**src/rtl/mbist_march_engine.sv**
```systemverilog
// March C- / MATS+ memory BIST engine with a spare-row remap table for built-in repair.
// One memory op per enabled cycle; read data is compared one cycle after each read.
module mbist_march_engine #(
  parameter int ADDR_W    = 6,
  parameter int DATA_W    = 8,
  parameter int NUM_SPARE = 4,
  parameter int CNT_W     = 8,
  parameter int IDX_W     = (NUM_SPARE > 1) ? $clog2(NUM_SPARE) : 1
) (
  input  logic              clk_i,
  input  logic              rst_ni,
  input  logic              ena_i,
  input  logic              start_i,
  input  logic              mode_i,
  output logic              mem_en_o,
  output logic              mem_we_o,
  output logic [ADDR_W-1:0] mem_addr_o,
  output logic [DATA_W-1:0] mem_wdata_o,
  input  logic [DATA_W-1:0] mem_rdata_i,
  output logic              busy_o,
  output logic              done_o,
  output logic              fail_o,
  output logic              repair_ok_o,
  output logic [CNT_W-1:0]  fail_count_o,
  input  logic [ADDR_W-1:0] lookup_addr_i,
  output logic              lookup_hit_o,
  output logic [IDX_W-1:0]  lookup_idx_o
);

  typedef enum logic [1:0] {S_IDLE, S_RUN, S_DRAIN, S_DONE} state_t;

  state_t              state_q;
  logic                mode_q;
  logic [2:0]          elem_q, elem_d;
  logic                opIdx_q, opIdx_d;
  logic [ADDR_W-1:0]   addr_q, addr_d;
  logic                memEn_q, memWe_q;
  logic [DATA_W-1:0]   memWdata_q;
  logic                busy_q, done_q, fail_q, repairOk_q;
  logic [CNT_W-1:0]    failCount_q;
  logic                drainCnt_q;
  logic                cmpPending_q, cmpExpBit_q;
  logic [ADDR_W-1:0]   cmpAddr_q;
  logic                holdValid_q;
  logic [DATA_W-1:0]   hold_q;
  logic [NUM_SPARE-1:0] tblValid_q;
  logic [ADDR_W-1:0]   tblAddr_q [NUM_SPARE];

  // Elements: March C- e0..e5, MATS+ e0..e2; e0 is the w0 sweep, two-op elements read then write.
  function automatic logic elemDown(input logic m, input logic [2:0] e);
    return m ? (e == 3'd2) : (e == 3'd3 || e == 3'd4);
  endfunction

  function automatic logic elemTwo(input logic m, input logic [2:0] e);
    return (e != 3'd0) && !(!m && e == 3'd5);
  endfunction

  function automatic logic opIsRead(input logic m, input logic [2:0] e, input logic o);
    return elemTwo(m, e) ? !o : (e != 3'd0);
  endfunction

  logic twoOps, goDown, addrEnd, lastOfAddr, lastOp;
  logic [2:0] lastElem;

  always_comb begin
    twoOps     = elemTwo(mode_q, elem_q);
    goDown     = elemDown(mode_q, elem_q);
    lastElem   = mode_q ? 3'd2 : 3'd5;
    addrEnd    = goDown ? (addr_q == '0) : (addr_q == '1);
    lastOfAddr = !twoOps || opIdx_q;
    lastOp     = lastOfAddr && addrEnd && (elem_q == lastElem);
    elem_d     = elem_q;
    addr_d     = addr_q;
    opIdx_d    = 1'b0;
    if (!lastOfAddr) begin
      opIdx_d = 1'b1;
    end else if (!addrEnd) begin
      addr_d = goDown ? addr_q - ADDR_W'(1) : addr_q + ADDR_W'(1);
    end else begin
      elem_d = elem_q + 3'd1;
      addr_d = elemDown(mode_q, elem_d) ? '1 : '0;
    end
  end

  // A read datum captured during a freeze is compared instead of the live bus.
  logic [DATA_W-1:0] cmpData;
  logic              miscompare;
  logic              tblHit, freeFound;
  logic [IDX_W-1:0]  freeIdx;

  always_comb begin
    cmpData    = holdValid_q ? hold_q : mem_rdata_i;
    miscompare = cmpPending_q && (cmpData != {DATA_W{cmpExpBit_q}});
    tblHit     = 1'b0;
    freeFound  = 1'b0;
    freeIdx    = '0;
    for (int i = 0; i < NUM_SPARE; i++) begin
      if (tblValid_q[i] && tblAddr_q[i] == cmpAddr_q) tblHit = 1'b1;
      if (!tblValid_q[i] && !freeFound) begin
        freeFound = 1'b1;
        freeIdx   = IDX_W'(i);
      end
    end
  end

  // Scanning downwards lets the lowest matching entry win.
  always_comb begin
    lookup_hit_o = 1'b0;
    lookup_idx_o = '0;
    for (int i = NUM_SPARE - 1; i >= 0; i--) begin
      if (tblValid_q[i] && tblAddr_q[i] == lookup_addr_i) begin
        lookup_hit_o = 1'b1;
        lookup_idx_o = IDX_W'(i);
      end
    end
  end

  always_ff @(posedge clk_i) begin
    if (!rst_ni) begin
      state_q      <= S_IDLE;
      mode_q       <= 1'b0;
      elem_q       <= '0;
      opIdx_q      <= 1'b0;
      addr_q       <= '0;
      memEn_q      <= 1'b0;
      memWe_q      <= 1'b0;
      memWdata_q   <= '0;
      busy_q       <= 1'b0;
      done_q       <= 1'b0;
      fail_q       <= 1'b0;
      repairOk_q   <= 1'b1;
      failCount_q  <= '0;
      drainCnt_q   <= 1'b0;
      cmpPending_q <= 1'b0;
      cmpExpBit_q  <= 1'b0;
      cmpAddr_q    <= '0;
      holdValid_q  <= 1'b0;
      hold_q       <= '0;
      tblValid_q   <= '0;
      for (int i = 0; i < NUM_SPARE; i++) tblAddr_q[i] <= '0;
    end else if (ena_i) begin
      holdValid_q <= 1'b0;
      case (state_q)
        S_IDLE, S_DONE: begin
          if (start_i) begin
            state_q      <= S_RUN;
            mode_q       <= mode_i;
            elem_q       <= '0;
            opIdx_q      <= 1'b0;
            addr_q       <= '0;
            memEn_q      <= 1'b1;
            memWe_q      <= 1'b1;
            memWdata_q   <= '0;
            busy_q       <= 1'b1;
            done_q       <= 1'b0;
            fail_q       <= 1'b0;
            repairOk_q   <= 1'b1;
            failCount_q  <= '0;
            cmpPending_q <= 1'b0;
            tblValid_q   <= '0;
          end
        end
        S_RUN, S_DRAIN: begin
          if (miscompare) begin
            fail_q <= 1'b1;
            if (failCount_q != {CNT_W{1'b1}}) failCount_q <= failCount_q + CNT_W'(1);
            if (!tblHit) begin
              if (freeFound) begin
                tblValid_q[freeIdx] <= 1'b1;
                tblAddr_q[freeIdx]  <= cmpAddr_q;
              end else begin
                repairOk_q <= 1'b0;
              end
            end
          end
          cmpPending_q <= memEn_q && !memWe_q;
          cmpExpBit_q  <= ~elem_q[0];
          cmpAddr_q    <= addr_q;
          if (state_q == S_RUN) begin
            if (lastOp) begin
              state_q    <= S_DRAIN;
              memEn_q    <= 1'b0;
              memWe_q    <= 1'b0;
              drainCnt_q <= 1'b0;
            end else begin
              elem_q     <= elem_d;
              addr_q     <= addr_d;
              opIdx_q    <= opIdx_d;
              memWe_q    <= !opIsRead(mode_q, elem_d, opIdx_d);
              memWdata_q <= {DATA_W{elem_d[0]}};
            end
          end else begin
            drainCnt_q <= 1'b1;
            if (drainCnt_q) begin
              state_q <= S_DONE;
              busy_q  <= 1'b0;
              done_q  <= 1'b1;
            end
          end
        end
        default: state_q <= S_IDLE;
      endcase
    end else if (cmpPending_q && !holdValid_q) begin
      hold_q      <= mem_rdata_i;
      holdValid_q <= 1'b1;
    end
  end

  assign mem_en_o     = memEn_q && ena_i;
  assign mem_we_o     = memWe_q;
  assign mem_addr_o   = addr_q;
  assign mem_wdata_o  = memWdata_q;
  assign busy_o       = busy_q;
  assign done_o       = done_q;
  assign fail_o       = fail_q;
  assign repair_ok_o  = repairOk_q;
  assign fail_count_o = failCount_q;

endmodule

```
**config.mk**
```make
export PLATFORM = sky130hd
export DESIGN_NAME = mbist_march_engine
export DESIGN_NICKNAME = d
export VERILOG_FILES = /design/src/rtl/mbist_march_engine.sv
export SDC_FILE = /design/constraint.sdc
export NUM_CORES = 1
export LEC_CHECK = 0
export CELL_PAD_IN_SITES_DETAIL_PLACEMENT = 1
export CELL_PAD_IN_SITES_GLOBAL_PLACEMENT = 2
export CORE_MARGIN = 5
export CORE_UTILIZATION = 38
export DETAILED_ROUTE_END_ITERATION = 6
export HOLD_SLACK_MARGIN = 0.1
export PLACE_DENSITY = 0.87
export SETUP_SLACK_MARGIN = 0.05
export SLEW_MARGIN = 20
export SYNTH_ARGS = -nofsm -noshare
export SYNTH_HDL_FRONTEND = slang
export SYNTH_SLANG_ARGS = --single-unit
```
**constraint.sdc**
```tcl
create_clock -name clk_i -period 8.24 [get_ports clk_i]
set_clock_uncertainty 0.15 [all_clocks]
set_input_delay 1.236 -clock clk_i [delete_from_list [all_inputs] [get_ports clk_i]]
set_output_delay 1.236 -clock clk_i [all_outputs]
set_load 0.005 [all_outputs]
```
### Word-level counts from Yosys, hierarchy flattened

Memories as Yosys holds them, arrays and structs flattened.
Index checks and enable logic that the tools add are counted.
W data, S select, Z words.

| storage, ports and cells | value |
|---|---|
| flip-flop bits (word level) | 57 |
| bits in writable memories | 24 |
| input port bits | 19 |
| output and inout bits | 31 |
| word-level logic and storage cells | 224 |
| memories kept | 1 |

| cells by class | value |
|---|---|
| add/sub/neg operators | 4 |
| order comparisons | 2 |
| eq/ne operators | 38 |
| muxes and demuxes | 95 |
| bitwise gates (word level) | 4 |
| reduce and logical (&&, ||, !) cells | 60 |

Memory list:

| memory | words | width | read ports | clocked after Yosys merged registers in | wr ports | line | text |
|---|---|---|---|---|---|---|---|
| tblAddr_q | 4 | 6 | 4 | 0 | 4 | 47 | `logic [ADDR_W-1:0] tblAddr_q [NUM_SPARE];` |

Operators by type and width:

| operator | count |
|---|---|
| $eq A6 B6 Y1 | 8 |
| $mux W6 | 8 |
| $mux W8 | 6 |
| $mux W1 | 45 |
| $pmux W8 S2 | 2 |
| $ne A2 B2 Y1 const B | 13 |
| $logic_and A1 B1 Y1 | 22 |
| $mux W2 | 11 |
| $reduce_and A4 Y1 | 5 |
| $mux W3 | 6 |
| $mux W4 | 4 |
| $pmux W1 S2 | 8 |
| $reduce_and A5 Y1 | 3 |
| $eq A3 B2 Y1 const B | 4 |
| $eq A3 B3 Y1 const B | 4 |
| $logic_not A1 Y1 | 12 |
| $pmux W6 S2 | 1 |
| $reduce_and A3 Y1 | 4 |
| $add A8 B1 Y8 const B | 1 |
| $ne A8 B8 Y1 | 1 |
| $ne A8 B8 Y1 const B | 1 |
| $pmux W4 S2 | 1 |
| $add A6 B1 Y6 const B | 1 |
| $eq A6 B6 Y1 const B | 1 |
| other kinds (20) | 31 |

### Logic depth before layout (Yosys ltp)

| logic depth | value |
|---|---|
| depth in word-level cells | 18 |
| gate-level depth with buffers | 12 |
| mapped depth without buffers | 12 |

### Worst setup path after synthesis

Ideal clock, no wire load.

| path | value |
|---|---|
| path type | input-to-output |
| start | in lookup_addr_i[0] |
| end | out lookup_idx_o[1] |
| arrival time | 2.402 ns |
| data required time | 6.854 ns |
| slack | 4.452 ns |
| stages | 6 |
| path buffers | 1 |
| path through | clkbuf_1 -> xnor2_1 -> nand4_1 -> or4_1 -> nor2b_1 -> nor3_1 |

| on the way | value |
|---|---|
| longest elaborated chain between the ends | 6 |
| elaborated cells between the ends (all ways) | 12 |
| classes of those cells | eq/ne (4); mux (4); reduce/logical (4) |

RTL lines:

| element | line | text |
|---|---|---|
| from (decl) | 25 | `input logic [ADDR_W-1:0] lookup_addr_i,` |
| $eq A6 B6 Y1 | 111 | `if (tblValid_q[i] && tblAddr_q[i] == lookup_addr_i) begin` |
| $logic_and A1 B1 Y1 | 111 |  |
| $mux W2 (3 in series) | 111 |  |
| $mux W2 * | 111 |  |
| to (decl) | 27 | `output logic [IDX_W-1:0] lookup_idx_o` |

Every way passes the cells marked *; elsewhere a longest branch is shown, timed or not.

### Worst setup path in the final report

Ends and elaborated chain as after synthesis.

==> results_dict.tcl <==
set metrics [dict create \
    synthDistinctLibCells 68 \
    setup_viol 0 \
    die_area_um2 13800 \
    cts_tree "yes" \
    fillers 1325 \
    p_int_mw 0.729 \
    dpl.hpwl_mm 8.65 \
    critPathKind "input port to output port" \
    grt_usage_pct 17.9 \
    rrSetupSlack_ps 4860 \
    power_frac_clock_pct 40.1 \
    grt_pass1_wl_mm 19.5 \
    arrival_ps 3420 \
    syn_to_final_growth_pct 18.4 \
    avgSynthCellArea_um2 9.15 \
    avgRoutedWirePerCell_um 17.4 \
    rsz0062_at_grt "false" \
    rr_startpoint "state_q[0]" \
    status "completed" \
    maxCapViolCount 0 \
    cts_root_buffer "clkbuf_16" \
    initial_utilization_pct 38.5 \
    cp_max_fo 4 \
    fin_nets 539 \
    placed_area_um2 4850 \
    antennaDiodeCount 0 \
    clk_pin_slew_ps 60 \
    cts_setup_buffers 0 \
    viasPerCell 5.47 \
    ys_seq_area_share_pct 38.9 \
    p_sw_mw 0.283 \
    final_area_um2 5180 \
    die_x_um 117 \
    synth_enable_flop_cells 24 \
    hold_class "register to register" \
    cts.htree.levels 3 \
    cts.hold.buffers_added 0 \
    synth-seq-cells 73 \
    seq_power_share_pct 41.0 \
    antenna_found_initial 0 \
    yosys_warnings 0 \
    vias 3575 \
    cts_resized 0 \
    fp-row-count 39 \
    dr.pass1.iters 4 \
    grt_overflow 0 \
    mostFrequentLayoutCells "dfxtp_1, clkdlybuf4s50_1, nand2_1, xnor2_1, nor3_1" \
    power.density_nw_per_um2 195 \
    synthFlopType "dfxtp_1" \
    start_kind "input port" \
    core_um2 11400 \
    ant_nets 0 \
    p_leak_nw 1.77 \
    relSlewSlack_pct 40.0 \
    grt_max_degree 53 \
    drive_gt1_share_pct 6.46 \
    hold-path-cell-count 2 \
    cts_sinks 73 \
    crit_required_ps 6850 \
    portBuffers 49 \
    drc 0 \
    worst_pin_slew_ps 892 \
    p_total_mw 1.01 \
    die_y_um 117 \
    postSynth.asyncResetShare_pct 0 \
    hold_end "fail_o" \
    setup-tns-final_ps 0 \
    finalCriticalPeriod_ps 4810 \
    post-route-util_pct 45.5 \
    ioPinCount 50 \
    numCtsBuffers 9 \
    hold_viol 0 \
    clock_path_buffers 2 \
    clock.fmax_ghz 0.208 \
    hold_start "fail_o" \
    syn_inst 478 \
    grt_pass1_vias 3915 \
    r2r_end "tblAddr_q[3][0]" \
    syn_area_um2 4370 \
    switching_share_pct 28.0 \
    wl_mm 11.4 \
    ir_drop_v 0.000157 \
    pwr-share-comb_pct 18.9 \
    gp_congestion 0.843 \
    reg2regPathDepth 6 \
    worstSetupEndpointType "output port" \
    clkLatencyLatePin_ps 330 \
    drt_iter0_drc 100 \
    synth_nets 511 \
    period_share_pct 58.3 \
    slew_violations 0 \
]
==> cells in the mapped netlist (3+ instances only) <==
| library cell | count | share of area [%] |
|---|---|---|
| dfxtp_1 | 49 | 22 |
| nand2b_1 | 5 | 0.72 |
| a21oi_1 | 12 | 1.4 |
| nor4_1 | 18 | 2.6 |
| and3_1 | 4 | 0.57 |
| nand3_1 | 11 | 1.3 |
| inv_1 | 16 | 1.4 |
| o21ai_0 | 14 | 1.6 |
| edfxtp_1 | 24 | 16 |
| o2bb2ai_1 | 5 | 1.0 |
| nand4_1 | 14 | 2.0 |
| a31oi_1 | 4 | 0.57 |
| nor3_1 | 28 | 3.2 |
| a21boi_0 | 10 | 1.7 |
| xor2_1 | 24 | 4.8 |
| buf_4 | 9 | 1.5 |
| nand2_1 | 44 | 3.8 |
| nor2b_1 | 17 | 2.4 |
| buf_2 | 6 | 0.69 |
| and2_1 | 6 | 0.86 |
| mux2i_1 | 13 | 3.0 |
| a31o_2 | 3 | 0.60 |
| o22ai_1 | 4 | 0.57 |
| xnor2_1 | 31 | 6.2 |
| clkbuf_1 | 14 | 1.2 |
| o21a_1 | 3 | 0.51 |
| ha_1 | 13 | 3.7 |
| o31ai_1 | 3 | 0.51 |
| nor2_1 | 26 | 2.2 |
==> cell type report <==
class | count | area (µm²) | share of cell area [%]
clock inverter | 2 | 15.0 | 0.290
timing repair buffer | 51 | 505 | 9.76
sequential | 73 | 1700 | 32.9
multi-input combinational | 355 | 2410 | 46.5
tap | 143 | 179 | 3.46
inverter | 16 | 60.1 | 1.16
clock buffer | 14 | 308 | 5.94
==> critical path, stage by stage <==
cell and delay, ps:
clkdlybuf4s50_1 610, xnor2_1 150, nand4_1 90, or4_1 470, nor2b_1 180, nor3_1 150, clkdlybuf4s50_1 530
==> worst max-delay path by stage <==
stage,startpoint,endpoint,slack [ps],cells after the start
2_1_floorplan,lookup_addr_i[0],lookup_idx_o[1],4450,6
3_3_place_gp,lookup_addr_i[3],lookup_idx_o[1],3510,7
3_5_place_dp,lookup_addr_i[3],lookup_idx_o[1],3410,7
4_1_cts,lookup_addr_i[3],lookup_idx_o[1],3410,7
5_1_grt,lookup_addr_i[2],lookup_idx_o[1],3340,6
6_report,lookup_addr_i[0],lookup_idx_o[1],3430,7
==> cell families (layout without fill, tap and decap cells) <==
kind of cell / after synthesis / in the layout / synth area share, %
compound gates: 80 / 80 / 12.9
xor+xnor: 55 / 55 / 11.0
fa+ha+maj: 14 / 14 / 4.18
buf+inv: 50 / 83 / 6.01
flops: 73 / 73 / 38.9
mux: 16 / 16 / 3.89
simple gates: 190 / 190 / 23.1
==> state kept, by name (all words and copies together), names as in the netlist, 2 cells and up <==
| name | cells |
|---|---|
| tblValid_q | 4 |
| state_q | 2 |
| elem_q | 2 |
| tblAddr_q | 24 |
| cmpAddr_q | 6 |
| mem_addr_o | 6 |
| fail_count_o | 8 |
| hold_q | 8 |
==> power by group through the flow <==
| stage | clock network [mW] | registers [mW] | logic [mW] |
|---|---|---|---|
| global placement | 0 | 0.422 | 0.187 |
| CTS | 0.414 | 0.416 | 0.194 |
| detailed placement | 0 | 0.423 | 0.192 |
| finish | 0.406 | 0.415 | 0.191 |
| floorplan | 0 | 0.415 | 0.133 |
| global route | 0.433 | 0.418 | 0.215 |
==> per-layer routing <==
metal / vias to the layer above / share of wire (%) / track usage (%)
li1: 1755 / - / -
met1: 1739 / 45 / 23.0
met2: 66 / 49 / 30.8
met3: 15 / 3.6 / 2.78
met4: 0 / 1.9 / 5.81
met5: - / 0 / 0
==> stage by stage <==
stage / hold WS [ps] / setup slack (ps) / std cells
floorplan: 311 / 4450 / 478
global placement: 305 / 3510 / 638
detailed placement: 319 / 3410 / 638
CTS: 335 / 3410 / 654
global route: 357 / 3340 / 654
finish: 325 / 3430 / 654
Note: power is estimated with default switching activity, not from simulation.
